File: config.mk
export PLATFORM = sky130hd
export DESIGN_NAME = triangle_assembler_flat
export DESIGN_NICKNAME = d
export VERILOG_FILES = /design/src/rtl/triangle_assembler_pkg.sv /design/src/rtl/triangle_assembler_if.sv /design/src/rtl/triangle_assembler_slot_regs.sv /design/src/rtl/triangle_assembler.sv /design/src/flat_wrapper.sv
export SDC_FILE = /design/constraint.sdc
export NUM_CORES = 1
export LEC_CHECK = 0
export BUFFER_PORTS_ARGS = -buffer_cell sky130_fd_sc_hd__buf_4
export CORE_UTILIZATION = 40
export DETAILED_ROUTE_END_ITERATION = 7
export PLACE_DENSITY_LB_ADDON = 0.12
export SYNTH_ARGS = -nofsm -noshare
export SYNTH_HDL_FRONTEND = slang
export SYNTH_SLANG_ARGS = --single-unit
File: constraint.sdc
create_clock -name clk -period 1.9 [get_ports clk]
set_clock_uncertainty 0.05 [all_clocks]
set_input_delay 0.38 -clock clk [delete_from_list [all_inputs] [get_ports clk]]
set_output_delay 0.38 -clock clk [all_outputs]
set_load 0.01 [all_outputs]
File: src/rtl/triangle_assembler_pkg.sv
// Shared definitions for the triangle assembler: FSM encoding, default widths
// and vertex field helpers also used by the rasterizer.
package triangle_assembler_pkg;

   localparam int ADDR_WIDTH_DEFAULT  = 8;
   localparam int COORD_WIDTH_DEFAULT = 16;

   typedef enum logic [2:0] {
      ST_IDLE,
      ST_CLEAR,
      ST_FETCH,
      ST_CAPTURE,
      ST_OUT,
      ST_DONE
   } state_e;

   function automatic int vertexWidth(input int coordWidth);
      return 3 * coordWidth;
   endfunction

   // A vertex word is {x, y, z} with x in the most significant bits.
   function automatic int xLsb(input int coordWidth);
      return 2 * coordWidth;
   endfunction

   function automatic int yLsb(input int coordWidth);
      return coordWidth;
   endfunction

   function automatic int zLsb(input int coordWidth);
      return 0 * coordWidth;
   endfunction

endpackage

File: src/rtl/triangle_assembler_if.sv
// Triangle output channel between the assembler (master) and the rasterizer (slave).
interface triangle_assembler_if #(
   parameter int VERTEX_WIDTH = 48
);

   logic                    tri_valid;
   logic                    tri_ready;
   logic                    tri_last;
   logic [VERTEX_WIDTH-1:0] tri_v0;
   logic [VERTEX_WIDTH-1:0] tri_v1;
   logic [VERTEX_WIDTH-1:0] tri_v2;

   modport master (
      output tri_valid,
      output tri_last,
      output tri_v0,
      output tri_v1,
      output tri_v2,
      input  tri_ready
   );

   modport slave (
      input  tri_valid,
      input  tri_last,
      input  tri_v0,
      input  tri_v1,
      input  tri_v2,
      output tri_ready
   );

endinterface

File: src/rtl/triangle_assembler_slot_regs.sv
// Three vertex slots written one at a time by index and read in parallel
// as the current triangle.
module triangle_slot_regs #(
   parameter int VERTEX_WIDTH = 48
) (
   input  logic                    clk,
   input  logic                    rst,
   input  logic                    we_i,
   input  logic [1:0]              idx_i,
   input  logic [VERTEX_WIDTH-1:0] wdata_i,
   output logic [VERTEX_WIDTH-1:0] v0_o,
   output logic [VERTEX_WIDTH-1:0] v1_o,
   output logic [VERTEX_WIDTH-1:0] v2_o
);

   logic [VERTEX_WIDTH-1:0] slot0_q;
   logic [VERTEX_WIDTH-1:0] slot1_q;
   logic [VERTEX_WIDTH-1:0] slot2_q;

   // Index 3 never occurs in normal operation and writes nothing.
   always_ff @(posedge clk) begin
      if (rst) begin
         slot0_q <= '0;
         slot1_q <= '0;
         slot2_q <= '0;
      end else if (we_i) begin
         case (idx_i)
            2'd0:    slot0_q <= wdata_i;
            2'd1:    slot1_q <= wdata_i;
            2'd2:    slot2_q <= wdata_i;
            default: ;
         endcase
      end
   end

   assign v0_o = slot0_q;
   assign v1_o = slot1_q;
   assign v2_o = slot2_q;

endmodule

File: src/rtl/triangle_assembler.sv
// Steps the vertex address generator, collects vertex words from the buffer
// and hands them to the rasterizer three at a time.
module triangle_assembler
   import triangle_assembler_pkg::*;
#(
   parameter int ADDR_WIDTH   = ADDR_WIDTH_DEFAULT,
   parameter int COORD_WIDTH  = COORD_WIDTH_DEFAULT,
   parameter int VERTEX_WIDTH = vertexWidth(COORD_WIDTH)
) (
   input  logic                    clk,
   input  logic                    rst,
   input  logic                    start_i,
   output logic                    gen_rst_o,
   output logic                    increment_counter_o,
   input  logic                    gen_finish_i,
   input  logic [VERTEX_WIDTH-1:0] vertex_data_i,
   triangle_assembler_if.master    tri_if,
   output logic [ADDR_WIDTH-1:0]   tri_count_o,
   output logic                    busy_o,
   output logic                    done_o,
   output logic                    partial_err_o
);

   state_e                  state_q;
   logic [1:0]              idx_q;
   logic                    last_q;
   logic                    genRst_q;
   logic                    incr_q;
   logic                    triValid_q;
   logic                    busy_q;
   logic                    done_q;
   logic                    partialErr_q;
   logic [ADDR_WIDTH-1:0]   triCount_q;
   logic                    slotWe;
   logic [VERTEX_WIDTH-1:0] slotV0;
   logic [VERTEX_WIDTH-1:0] slotV1;
   logic [VERTEX_WIDTH-1:0] slotV2;

   assign slotWe = (state_q == ST_CAPTURE);

   triangle_slot_regs #(
      .VERTEX_WIDTH(VERTEX_WIDTH)
   ) u_slots (
      .clk     (clk),
      .rst     (rst),
      .we_i    (slotWe),
      .idx_i   (idx_q),
      .wdata_i (vertex_data_i),
      .v0_o    (slotV0),
      .v1_o    (slotV1),
      .v2_o    (slotV2)
   );

   // Outputs are registered alongside the state so each pulse lines up with
   // the state it belongs to; the buffer word read in FETCH arrives in CAPTURE.
   always_ff @(posedge clk) begin
      if (rst) begin
         state_q      <= ST_IDLE;
         idx_q        <= 2'd0;
         last_q       <= 1'b0;
         genRst_q     <= 1'b0;
         incr_q       <= 1'b0;
         triValid_q   <= 1'b0;
         busy_q       <= 1'b0;
         done_q       <= 1'b0;
         partialErr_q <= 1'b0;
         triCount_q   <= '0;
      end else begin
         genRst_q <= 1'b0;
         incr_q   <= 1'b0;
         done_q   <= 1'b0;
         case (state_q)
            ST_IDLE: begin
               if (start_i) begin
                  state_q      <= ST_CLEAR;
                  genRst_q     <= 1'b1;
                  busy_q       <= 1'b1;
                  triCount_q   <= '0;
                  partialErr_q <= 1'b0;
                  idx_q        <= 2'd0;
               end
            end
            ST_CLEAR: begin
               state_q <= ST_FETCH;
               incr_q  <= 1'b1;
            end
            ST_FETCH: begin
               last_q  <= gen_finish_i;
               state_q <= ST_CAPTURE;
            end
            ST_CAPTURE: begin
               if (idx_q == 2'd2) begin
                  state_q    <= ST_OUT;
                  triValid_q <= 1'b1;
               end else if (last_q) begin
                  partialErr_q <= 1'b1;
                  state_q      <= ST_DONE;
                  done_q       <= 1'b1;
               end else begin
                  idx_q   <= idx_q + 2'd1;
                  state_q <= ST_FETCH;
                  incr_q  <= 1'b1;
               end
            end
            ST_OUT: begin
               if (tri_if.tri_ready) begin
                  triValid_q <= 1'b0;
                  triCount_q <= triCount_q + 1'b1;
                  idx_q      <= 2'd0;
                  if (last_q) begin
                     state_q <= ST_DONE;
                     done_q  <= 1'b1;
                  end else begin
                     state_q <= ST_FETCH;
                     incr_q  <= 1'b1;
                  end
               end
            end
            ST_DONE: begin
               state_q <= ST_IDLE;
               busy_q  <= 1'b0;
            end
            default: begin
               state_q <= ST_IDLE;
               busy_q  <= 1'b0;
            end
         endcase
      end
   end

   assign gen_rst_o           = genRst_q;
   assign increment_counter_o = incr_q;
   assign tri_count_o         = triCount_q;
   assign busy_o              = busy_q;
   assign done_o              = done_q;
   assign partial_err_o       = partialErr_q;

   assign tri_if.tri_valid = triValid_q;
   assign tri_if.tri_last  = triValid_q & last_q;
   assign tri_if.tri_v0    = slotV0;
   assign tri_if.tri_v1    = slotV1;
   assign tri_if.tri_v2    = slotV2;

endmodule
File: src/flat_wrapper.sv
// flat-port wrapper written by rule: the top's interface ports become plain ports
module triangle_assembler_flat import triangle_assembler_pkg::*;
#(
   parameter int ADDR_WIDTH   = ADDR_WIDTH_DEFAULT,
   parameter int COORD_WIDTH  = COORD_WIDTH_DEFAULT,
   parameter int VERTEX_WIDTH = vertexWidth(COORD_WIDTH)
)
  (clk, rst, start_i, gen_rst_o, increment_counter_o, gen_finish_i, vertex_data_i, tri_count_o, busy_o, done_o, partial_err_o, tri_if_tri_valid, tri_if_tri_last, tri_if_tri_v0, tri_if_tri_v1, tri_if_tri_v2, tri_if_tri_ready);
  triangle_assembler_if #(.VERTEX_WIDTH(VERTEX_WIDTH)) tri_if_i ();
  input  logic clk;
  input  logic rst;
  input  logic start_i;
  output logic gen_rst_o;
  output logic increment_counter_o;
  input  logic gen_finish_i;
  input  logic [VERTEX_WIDTH-1:0] vertex_data_i;
  output logic [ADDR_WIDTH-1:0] tri_count_o;
  output logic busy_o;
  output logic done_o;
  output logic partial_err_o;
  output wire logic [$bits(tri_if_i.tri_valid)-1:0] tri_if_tri_valid;
  output wire logic [$bits(tri_if_i.tri_last)-1:0] tri_if_tri_last;
  output wire logic [$bits(tri_if_i.tri_v0)-1:0] tri_if_tri_v0;
  output wire logic [$bits(tri_if_i.tri_v1)-1:0] tri_if_tri_v1;
  output wire logic [$bits(tri_if_i.tri_v2)-1:0] tri_if_tri_v2;
  input wire logic [$bits(tri_if_i.tri_ready)-1:0] tri_if_tri_ready;
  assign tri_if_tri_valid = tri_if_i.tri_valid;
  assign tri_if_tri_last = tri_if_i.tri_last;
  assign tri_if_tri_v0 = tri_if_i.tri_v0;
  assign tri_if_tri_v1 = tri_if_i.tri_v1;
  assign tri_if_tri_v2 = tri_if_i.tri_v2;
  assign tri_if_i.tri_ready = tri_if_tri_ready;
  triangle_assembler #(.ADDR_WIDTH(ADDR_WIDTH), .COORD_WIDTH(COORD_WIDTH), .VERTEX_WIDTH(VERTEX_WIDTH)) u_core (.clk(clk), .rst(rst), .start_i(start_i), .gen_rst_o(gen_rst_o), .increment_counter_o(increment_counter_o), .gen_finish_i(gen_finish_i), .vertex_data_i(vertex_data_i), .tri_if(tri_if_i), .tri_count_o(tri_count_o), .busy_o(busy_o), .done_o(done_o), .partial_err_o(partial_err_o));
endmodule
==> impl_summary.txt, run 1 <==
----------------------------------------------------
[Critical path]
  Reg-to-Reg Start ... u_core.state_q[0]$_SDFFE_PP0P_
  Req. time, crit path ... 2.20 ns
  Kind of cell with the highest combined delay on the critical path ... simple AND/OR/NAND/NOR gates
  Logic depth of the worst register-to-register path ... 3
  First element of the critical path ... u_core.state_q[0]$_SDFFE_PP0P_
  Chain of cells forming the critical path ... or3b_1 -> or4_1 -> a21oi_1
  Type of destination of the critical path ... flip-flop
  Top fanout value on the critical path ... 10
  End of the worst register-to-register path ... u_core.tri_count_o[4]$_SDFFE_PP0P_
  Internal reg-to-reg setup slack ... 0.17 ns
  Total buffers and inverters traversed by the critical path ... 0
  Highest-delay cell along the critical path ... sky130_fd_sc_hd__or3b_1
  Data arrival time at the worst-slack endpoint ... 2.03 ns
  Category of the most critical setup path ... flip-flop to flip-flop
  WP depth ... 3
  Critical path endpoint ... u_core.tri_count_o[4]$_SDFFE_PP0P_
  Setup crit start kind ... flip-flop
  Critical path's largest stage delay ... 0.54 ns

[GRT]
  First-pass GRT wire length ... 26.91 mm
  Vias in the first global route ... 5,303
  Largest net degree at the start of global routing ... 103
  Initial antenna violation count ... 0
  Total GRT Usage ... 21.68%
  Final global-route overflow total ... 0

[Clock tree]
  Hold buffer count at cts ... 0
  Post-CTS setup repair buffer count ... 0
  TritonCTS clock tree ... built
  Post-cts gate resize count ... 0
  Skew-Pair Late Insertion Delay ... 0.42 ns
  Num CTS Buffers ... 17
  CTS root buf ... sky130_fd_sc_hd__clkbuf_16
  Level count of the clock H-tree ... 4
  Buffer depth of the longest clock path ... 2
  Sink count of the clock tree ... 164
  CTS clk-pin slew, worst paths ... 0.06 ns

[Power]
  Comb power frac ... 7.3%
  Power consumption ... 0.007593 W
  Leakage power of the design ... 3.306 nW
  Sequential fraction of design power ... 46.7%
  Share of total power in the clock network ... 46.0%
  Power dissipated by switching net loads ... 0.001688 W
  VDD IR max ... 0.0005951 V
  Switching fraction of total power ... 22.23%
  Power Dens Cells ... 906.2 nW/µm²
  Int Pwr ... 0.005905 W

[Floorplanning]
  Starting utilization of the core area ... 41.01%
  Area of the core ... 14,590 µm²
  I/O pin cnt ... 212
  Height of the die ... 124.3 µm
  Total Die Area ... 15,450 µm²
  Standard-cell row count ... 44
  Chip width ... 124.3 µm

[Place]
  HPWL reported at the end of detailed placement ... 11.51 mm
  Weighted congestion reported at the end of routability-driven placement ... 0.8183
  Count of buffers from port buffering ... 211

[Layout]
  Growth of design area from synthesis to finish ... 40.05%
  Share of final-layout standard cells stronger than drive strength 1 ... 28.24%
  Post-layout util ... 57.44%
  Net total in the final layout ... 995
  Antenna cell count ... 0

[Detailed routing]
  Routed WL ... 17.03 mm
  Average wire per standard cell ... 15.03 µm
  Final routed DRC violation total ... 0
  Detailed-router iteration count before antenna repair ... 4
  Antenna viol nets, final ... 0
  Vias after detailed routing ... 5,761
  First-iteration detailed-routing DRC count ... 439
  Average via count per standard cell ... 5.085

[Logic synthesis]
  Register bit total from synthesis ... 164
  Top cells by count, synth ... sky130_fd_sc_hd__nand2_1, sky130_fd_sc_hd__dfxtp_1, sky130_fd_sc_hd__a21oi_1
  Total standard cell area after synthesis ... 5983 µm²
  Synth Warn # ... 0
  Post-synthesis async set-or-reset flop share ... 0%
  Dominant cells by area after synthesis ... sky130_fd_sc_hd__dfxtp_1, sky130_fd_sc_hd__nand2_1, sky130_fd_sc_hd__a21oi_1
  Average cell area after synthesis ... 8.020 µm²
  Dominant cell by count in the synthesized netlist ... sky130_fd_sc_hd__nand2_1
  Post-Synthesis Cells ... 746
  Seq/Total Area, Yosys ... 54.87%
  Number of flops mapped to enable cells by yosys ... 0
  Leading area contributor after synthesis ... sky130_fd_sc_hd__dfxtp_1
  Top FF cell, synth ... sky130_fd_sc_hd__dfxtp_1
  Synthesized netlist net count ... 803
  Number of library cell types mapped by synthesis ... 40
  Synth top area share ... 54.87%

[STA]
  Transition at the pin with the smallest max-transition slack ... 0.5567 ns
  Final Critical Period ... 1.734 ns
  Final slew viol count ... 0
  Hold Slack ... 0.1483 ns
  Unrepaired setup endpoints after global routing ... false
  Final setup violation count ... 0
  Part of the cycle the worst path needs ... 91.27%
  Total Negative Setup Slacks ... 0 ns
  Endpoints failing hold ... 0
  Worst max-slew margin expressed relative to the limit ... 62.88%
  Upper clock frequency limit ... 576.7 MHz

[Outcome]
  Status ... finished clean

[Run]
  Number of maximum-capacitance violations ... 0

[Worst hold path]
  Path category of the worst min-delay check ... input pin to flip-flop

----------------------------------------------------
-- logic make-up after synthesis --
group	count (synthesis)	share of synthesized area, %
multiplexers	3	0.5019
AND/OR/NAND/NOR	336	23.82
adder cells (fa/ha/maj)	4	0.8365
flip-flops	164	54.87
XOR/XNOR	1	0.1464
AO/OA/AOI/OAI	177	15.50
buffers and inverters	61	4.329
-- power by group through the flow --
| stage | clock network (W) | registers [W] | logic [W] |
|---|---|---|---|
| floorplan | 0 | 0.00363 | 0.000255 |
| CTS | 0.00355 | 0.00355 | 0.000554 |
| finish | 0.00349 | 0.00355 | 0.000551 |
| global route | 0.00369 | 0.00356 | 0.000604 |
| detailed placement | 0 | 0.00363 | 0.000552 |
| global placement | 0 | 0.00362 | 0.000544 |
-- how the worst min path moves through the flow --
stage                                   startpoint                                   to  slack, ns  cells after the start
3_5_place_dp   u_core.u_slots.v1_o[0]$_SDFFE_PP0P_  u_core.u_slots.v1_o[0]$_SDFFE_PP0P_       0.40                      2
5_1_grt                                        rst          u_core.gen_rst_o$_SDFF_PP0_       0.16                      2
2_1_floorplan         u_core.idx_q[1]$_SDFFE_PP0P_         u_core.idx_q[1]$_SDFFE_PP0P_       0.42                      2
4_1_cts                                        rst          u_core.gen_rst_o$_SDFF_PP0_       0.14                      2
3_3_place_gp   u_core.u_slots.v0_o[2]$_SDFFE_PP0P_  u_core.u_slots.v0_o[2]$_SDFFE_PP0P_       0.39                      2
6_report                                       rst          u_core.gen_rst_o$_SDFF_PP0_       0.15                      2
-- metrics by stage --
| stage | cells | setup slack (ns) | instance area [µm²] |
|---|---|---|---|
| floorplan | 746 | 0.3268 | 5983 |
| global placement | 1103 | 0.2550 | 7779 |
| detailed placement | 1103 | 0.1880 | 7779 |
| CTS | 1133 | 0.1819 | 8379 |
| global route | 1133 | 0.05058 | 8379 |
| finish | 1133 | 0.1659 | 8379 |
-- layer usage --
metal | up-vias | part of all wire (%) | track usage [%]
li1 | 2840 | - | -
met1 | 2713 | 44 | 27.33
met2 | 185 | 47 | 34.61
met3 | 23 | 6.8 | 6.486
met4 | 0 | 2.0 | 8.505
met5 | - | 0 | 0
-- cell type report --
class | count | area [µm²]
multi-input combinational | 521 | 2445
timing repair buffer | 231 | 1809
clock buffer | 22 | 474.2
clock inverter | 8 | 126.4
fill | 1358 | 6210
sequential | 164 | 3283
inverter | 3 | 11.26
tap | 184 | 230.2
-- registers in the layout, indices dropped and copies added, names as in the netlist, 2 cells and up --
name and flops:
u_core.u_slots.v0_o 48, u_core.idx_q 2, u_core.u_slots.v2_o 48, u_core.tri_count_o 8, u_core.state_q 3, u_core.u_slots.v1_o 48
-- cell usage in the layout, fill, tap and decap left out, drive strengths merged, types with 2 or more instances in the layout --
| cell | instances |
|---|---|
| clkbuf | 22 |
| or3b | 2 |
| nand4 | 4 |
| nand2b | 3 |
| bufinv | 3 |
| dfxtp | 164 |
| o21ai | 6 |
| inv | 3 |
| a21oi | 158 |
| a221oi | 2 |
| or4 | 5 |
| o221ai | 2 |
| buf | 231 |
| or2 | 2 |
| nor2 | 5 |
| nand3b | 2 |
| nand2 | 291 |
| clkinv | 5 |
| ha | 4 |
| nor3b | 5 |
| nand4b | 3 |
| or4b | 2 |
| o31ai | 6 |
| and4b | 3 |
| mux2i | 3 |
(Power assumes the default switching activity.)
==> inputs of run 2 (changes only) <==
Settings changed: ABC_AREA set to 1, CAP_MARGIN set to 5, SETUP_SLACK_MARGIN set to 0.5.
==> run 2 against run 1 <==
  * Clock power shrank 4%
  * First-iteration DRC count grew 8.7%
  * Area after synthesis grew 3.2%
  * Final area grew 8.2%
  * Total power grew 2.2%
  * Flip-flop and latch count is the same
  * Worst setup slack gained 0.32 ns
  * Register-to-register slack gained 0.32 ns
  * Via count grew 9.0%
  * Maximum frequency grew 23%
  * Critical endpoint is now u_core.u_slots.v2_o[3]$_SDFFE_PP0P_
  * Largest power group unchanged
==> impl_summary.txt, run 2 <==
----------------------------------------------------
[Place]
  Count of buffers from port buffering ... 211 (unchanged)
  Weighted congestion reported at the end of routability-driven placement ... 0.8080 (-1.3%)
  HPWL reported at the end of detailed placement ... 11.88 mm (+3.3%)

[GRT]
  Final global-route overflow total ... 0 (unchanged)
  Initial antenna violation count ... 0 (unchanged)
  Vias in the first global route ... 5,737 (+8.2%)
  Total GRT Usage ... 23.70% (+2.0 points)
  First-pass GRT wire length ... 30.20 mm (+12%)
  Largest net degree at the start of global routing ... 100 (-2.9%)

[Clock tree]
  Num CTS Buffers ... 17 (unchanged)
  CTS clk-pin slew, worst paths ... 0.06 ns (about the same)
  Sink count of the clock tree ... 164 (unchanged)
  TritonCTS clock tree ... built
  Skew-Pair Late Insertion Delay ... 0.42 ns (about the same)
  Buffer depth of the longest clock path ... 2 (unchanged)
  CTS root buf ... sky130_fd_sc_hd__clkbuf_16
  Hold buffer count at cts ... 0 (unchanged)
  Level count of the clock H-tree ... 4 (unchanged)

[Logic synthesis]
  Synth top area share ... 53.18% (-1.7 points)
  Number of flops mapped to enable cells by yosys ... 0 (unchanged)
  Number of library cell types mapped by synthesis ... 20 (-50%)
  Post-synthesis async set-or-reset flop share ... 0% (unchanged)
  Seq/Total Area, Yosys ... 53.18% (-1.7 points)
  Post-Synthesis Cells ... 791 (+6.0%)
  Total standard cell area after synthesis ... 6173 µm² (+3.2%)
  Average cell area after synthesis ... 7.805 µm² (-2.7%)
  Leading area contributor after synthesis ... sky130_fd_sc_hd__dfxtp_1
  Dominant cells by area after synthesis ... sky130_fd_sc_hd__dfxtp_1, sky130_fd_sc_hd__a21oi_1, sky130_fd_sc_hd__nand3_1
  Top FF cell, synth ... sky130_fd_sc_hd__dfxtp_1
  Top cells by count, synth ... sky130_fd_sc_hd__nand2_1, sky130_fd_sc_hd__dfxtp_1, sky130_fd_sc_hd__a21oi_1
  Register bit total from synthesis ... 164 (unchanged)
  Dominant cell by count in the synthesized netlist ... sky130_fd_sc_hd__nand2_1
  Synth Warn # ... 0 (unchanged)
  Synthesized netlist net count ... 848 (+5.6%)

[Detailed routing]
  Antenna viol nets, final ... 0 (unchanged)
  Final routed DRC violation total ... 0 (unchanged)
  Detailed-router iteration count before antenna repair ... 5 (+1)
  Average wire per standard cell ... 17.26 µm (+15%)
  First-iteration detailed-routing DRC count ... 477 (+8.7%)
  Routed WL ... 20.68 mm (+21%)
  Vias after detailed routing ... 6,279 (+9.0%)
  Average via count per standard cell ... 5.241 (+3.1%)

[Layout]
  Post-layout util ... 59.88% (+2.4 points)
  Net total in the final layout ... 1,056 (+6.1%)
  Antenna cell count ... 0 (unchanged)
  Most common cell after layout, fill and taps aside ... sky130_fd_sc_hd__buf_4
  Growth of design area from synthesis to finish ... 46.92%
  Share of final-layout standard cells stronger than drive strength 1 ... 31.29% (+3.0 points)
  Commonest non-fill, non-tap cells in the layout ... sky130_fd_sc_hd__buf_4, sky130_fd_sc_hd__nand2_1, sky130_fd_sc_hd__a21oi_1

[Critical path]
  Data arrival time at the worst-slack endpoint ... 1.65 ns (-0.38 ns)
  Highest-delay cell along the critical path ... sky130_fd_sc_hd__dfxtp_4
  Total buffers and inverters traversed by the critical path ... 3 (+3)
  Chain of cells forming the critical path ... nand2_4 -> nor2_4 -> buf_4 -> buf_4 -> nand2_8 -> buf_12 -> nand2_1 -> a21oi_1
  Kind of cell with the highest combined delay on the critical path ... buffers and inverters
  Critical path's largest stage delay ... 0.38 ns (-0.16 ns)
  Type of destination of the critical path ... flip-flop
  Setup crit start kind ... flip-flop
  Crit-path most repeated cell ... sky130_fd_sc_hd__buf_4
  Top fanout value on the critical path ... 14 (+4)
  Req. time, crit path ... 2.14 ns (-0.06 ns)
  Category of the most critical setup path ... flip-flop to flip-flop

[Power]
  Power consumption ... 0.007757 W (+2.2%)
  VDD IR max ... 0.0006498 V (+9.2%)
  Power Dens Cells ... 855.2 nW/µm² (-5.6%)
  Leakage power of the design ... 3.714 nW (+12%)

[STA]
  Final slew viol count ... 0 (unchanged)
  Final Critical Period ... 1.412 ns (-0.3223 ns)
  Final setup violation count ... 0 (unchanged)
  Total Negative Setup Slacks ... 0 ns (unchanged)
  Part of the cycle the worst path needs ... 74.31% (-17 points)
  Worst max-slew margin expressed relative to the limit ... 70.18% (+7.3 points)
  Unrepaired setup endpoints after global routing ... true
  Upper clock frequency limit ... 708.3 MHz (+23%)
  Endpoints failing hold ... 0 (unchanged)
  Transition at the pin with the smallest max-transition slack ... 0.4472 ns (-0.1095 ns)

[Floorplanning]
  Standard-cell row count ... 45 (+2.3%)
  Area of the core ... 15,150 µm² (+3.8%)
  I/O pin cnt ... 212 (unchanged)
  Height of the die ... 126.2 µm (+1.5%)
  Chip width ... 126.2 µm (+1.5%)
  Total Die Area ... 15,930 µm² (+3.1%)
  Starting utilization of the core area ... 40.76% (-0.25 points)

[Outcome]
  Status ... finished clean

[Run]
  Number of maximum-capacitance violations ... 0 (unchanged)

[Worst hold path]
  Path category of the worst min-delay check ... input pin to flip-flop

----------------------------------------------------
run 2: changes by cell type after synthesis, sizes merged, moves of 4 or more:
cell   delta
or4       -5
nor2     +18
nor3b     -5
nand2   -110
buf       +7
inv      +21
nand3   +157
nand4     -4
o31ai     -6
run 2: final cells by class:
class	instances	area [µm²]
Fill cell	1414	6076
Sequential cell	164	3306
Multi-Input combinational cell	536	2606
Timing Repair Buffer	256	2272
Clock buffer	25	485.5
Tap cell	188	235.2
Inverter	24	90.09
Clock inverter	5	75.07
run 2: cells by family (layout without fill, tap and decap cells):
kind of cell	Yosys count	count (layout)	synth area share [%]
AND/OR/NAND/NOR	365	365	25.74
buffers and inverters	91	310	6.668
AO/OA/AOI/OAI	167	167	13.60
flip-flops	164	164	53.18
adder cells (fa/ha/maj)	4	4	0.8107
run 2: worst paths after layout:
path / startpoint / to / slack [ns] / depth (start not counted)
worst max register to register: u_core.state_q[0]$_SDFFE_PP0P_ / u_core.u_slots.v2_o[3]$_SDFFE_PP0P_ / 0.49 / 8
worst min register to register: u_core.u_slots.v0_o[7]$_SDFFE_PP0P_ / u_core.u_slots.v0_o[7]$_SDFFE_PP0P_ / 0.41 / 2
worst min-delay path: vertex_data_i[40] / u_core.u_slots.v0_o[40]$_SDFFE_PP0P_ / 0.19 / 3
worst max-delay path: u_core.state_q[0]$_SDFFE_PP0P_ / u_core.u_slots.v2_o[3]$_SDFFE_PP0P_ / 0.49 / 8
run 2: routing by layer:
metal  wire length (µm)  part of all wire, %  track usage, %  vias to the layer above
met5                  0                    0               0                        -
met2               9815                   47           38.45                      220
li1                   -                    -               -                     3068
met3               1152                  5.6           4.418                       29
met4                421                  2.0           9.639                        0
met1               9291                   45           31.03                     2962
run 2: what timing repair did:
action | 4_1_cts | 5_1_grt
setup endpoints to repair | 147 | 146
pin swaps | 2 | 9
cloned | 3 | 8
setup buffers | 11 | 4
gates resized for setup | 31 | 39
run 2: stage by stage:
step                std cells  area (µm²)  setup WS [ns]  hold WS [ns]
finish                   1198        9070         0.4882        0.1922
global route             1198        9070         0.4152        0.1958
CTS                      1186        8710         0.4447        0.1916
detailed placement       1142        7879         0.2849        0.4022
global placement         1142        7879         0.2958        0.3987
floorplan                 791        6187         0.4377        0.4320
run 2: power by group:
part | leakage, nW | internal [W] | total, W | switching [W]
Combinational | 2.11 | 0.000331 | 0.000872 | 0.000541
Sequential | 1.33 | 0.00349 | 0.00353 | 0.0000376
Clock | 0.277 | 0.00202 | 0.00336 | 0.00134
Total | 3.71 | 0.00584 | 0.00776 | 0.00192
run 2: worst min-delay path, delay by kind of cell:
family / cells / cell delay, ns
simple gates: 1 / 0.07
compound gates: 1 / 0.06
buf+inv: 1 / 0.12
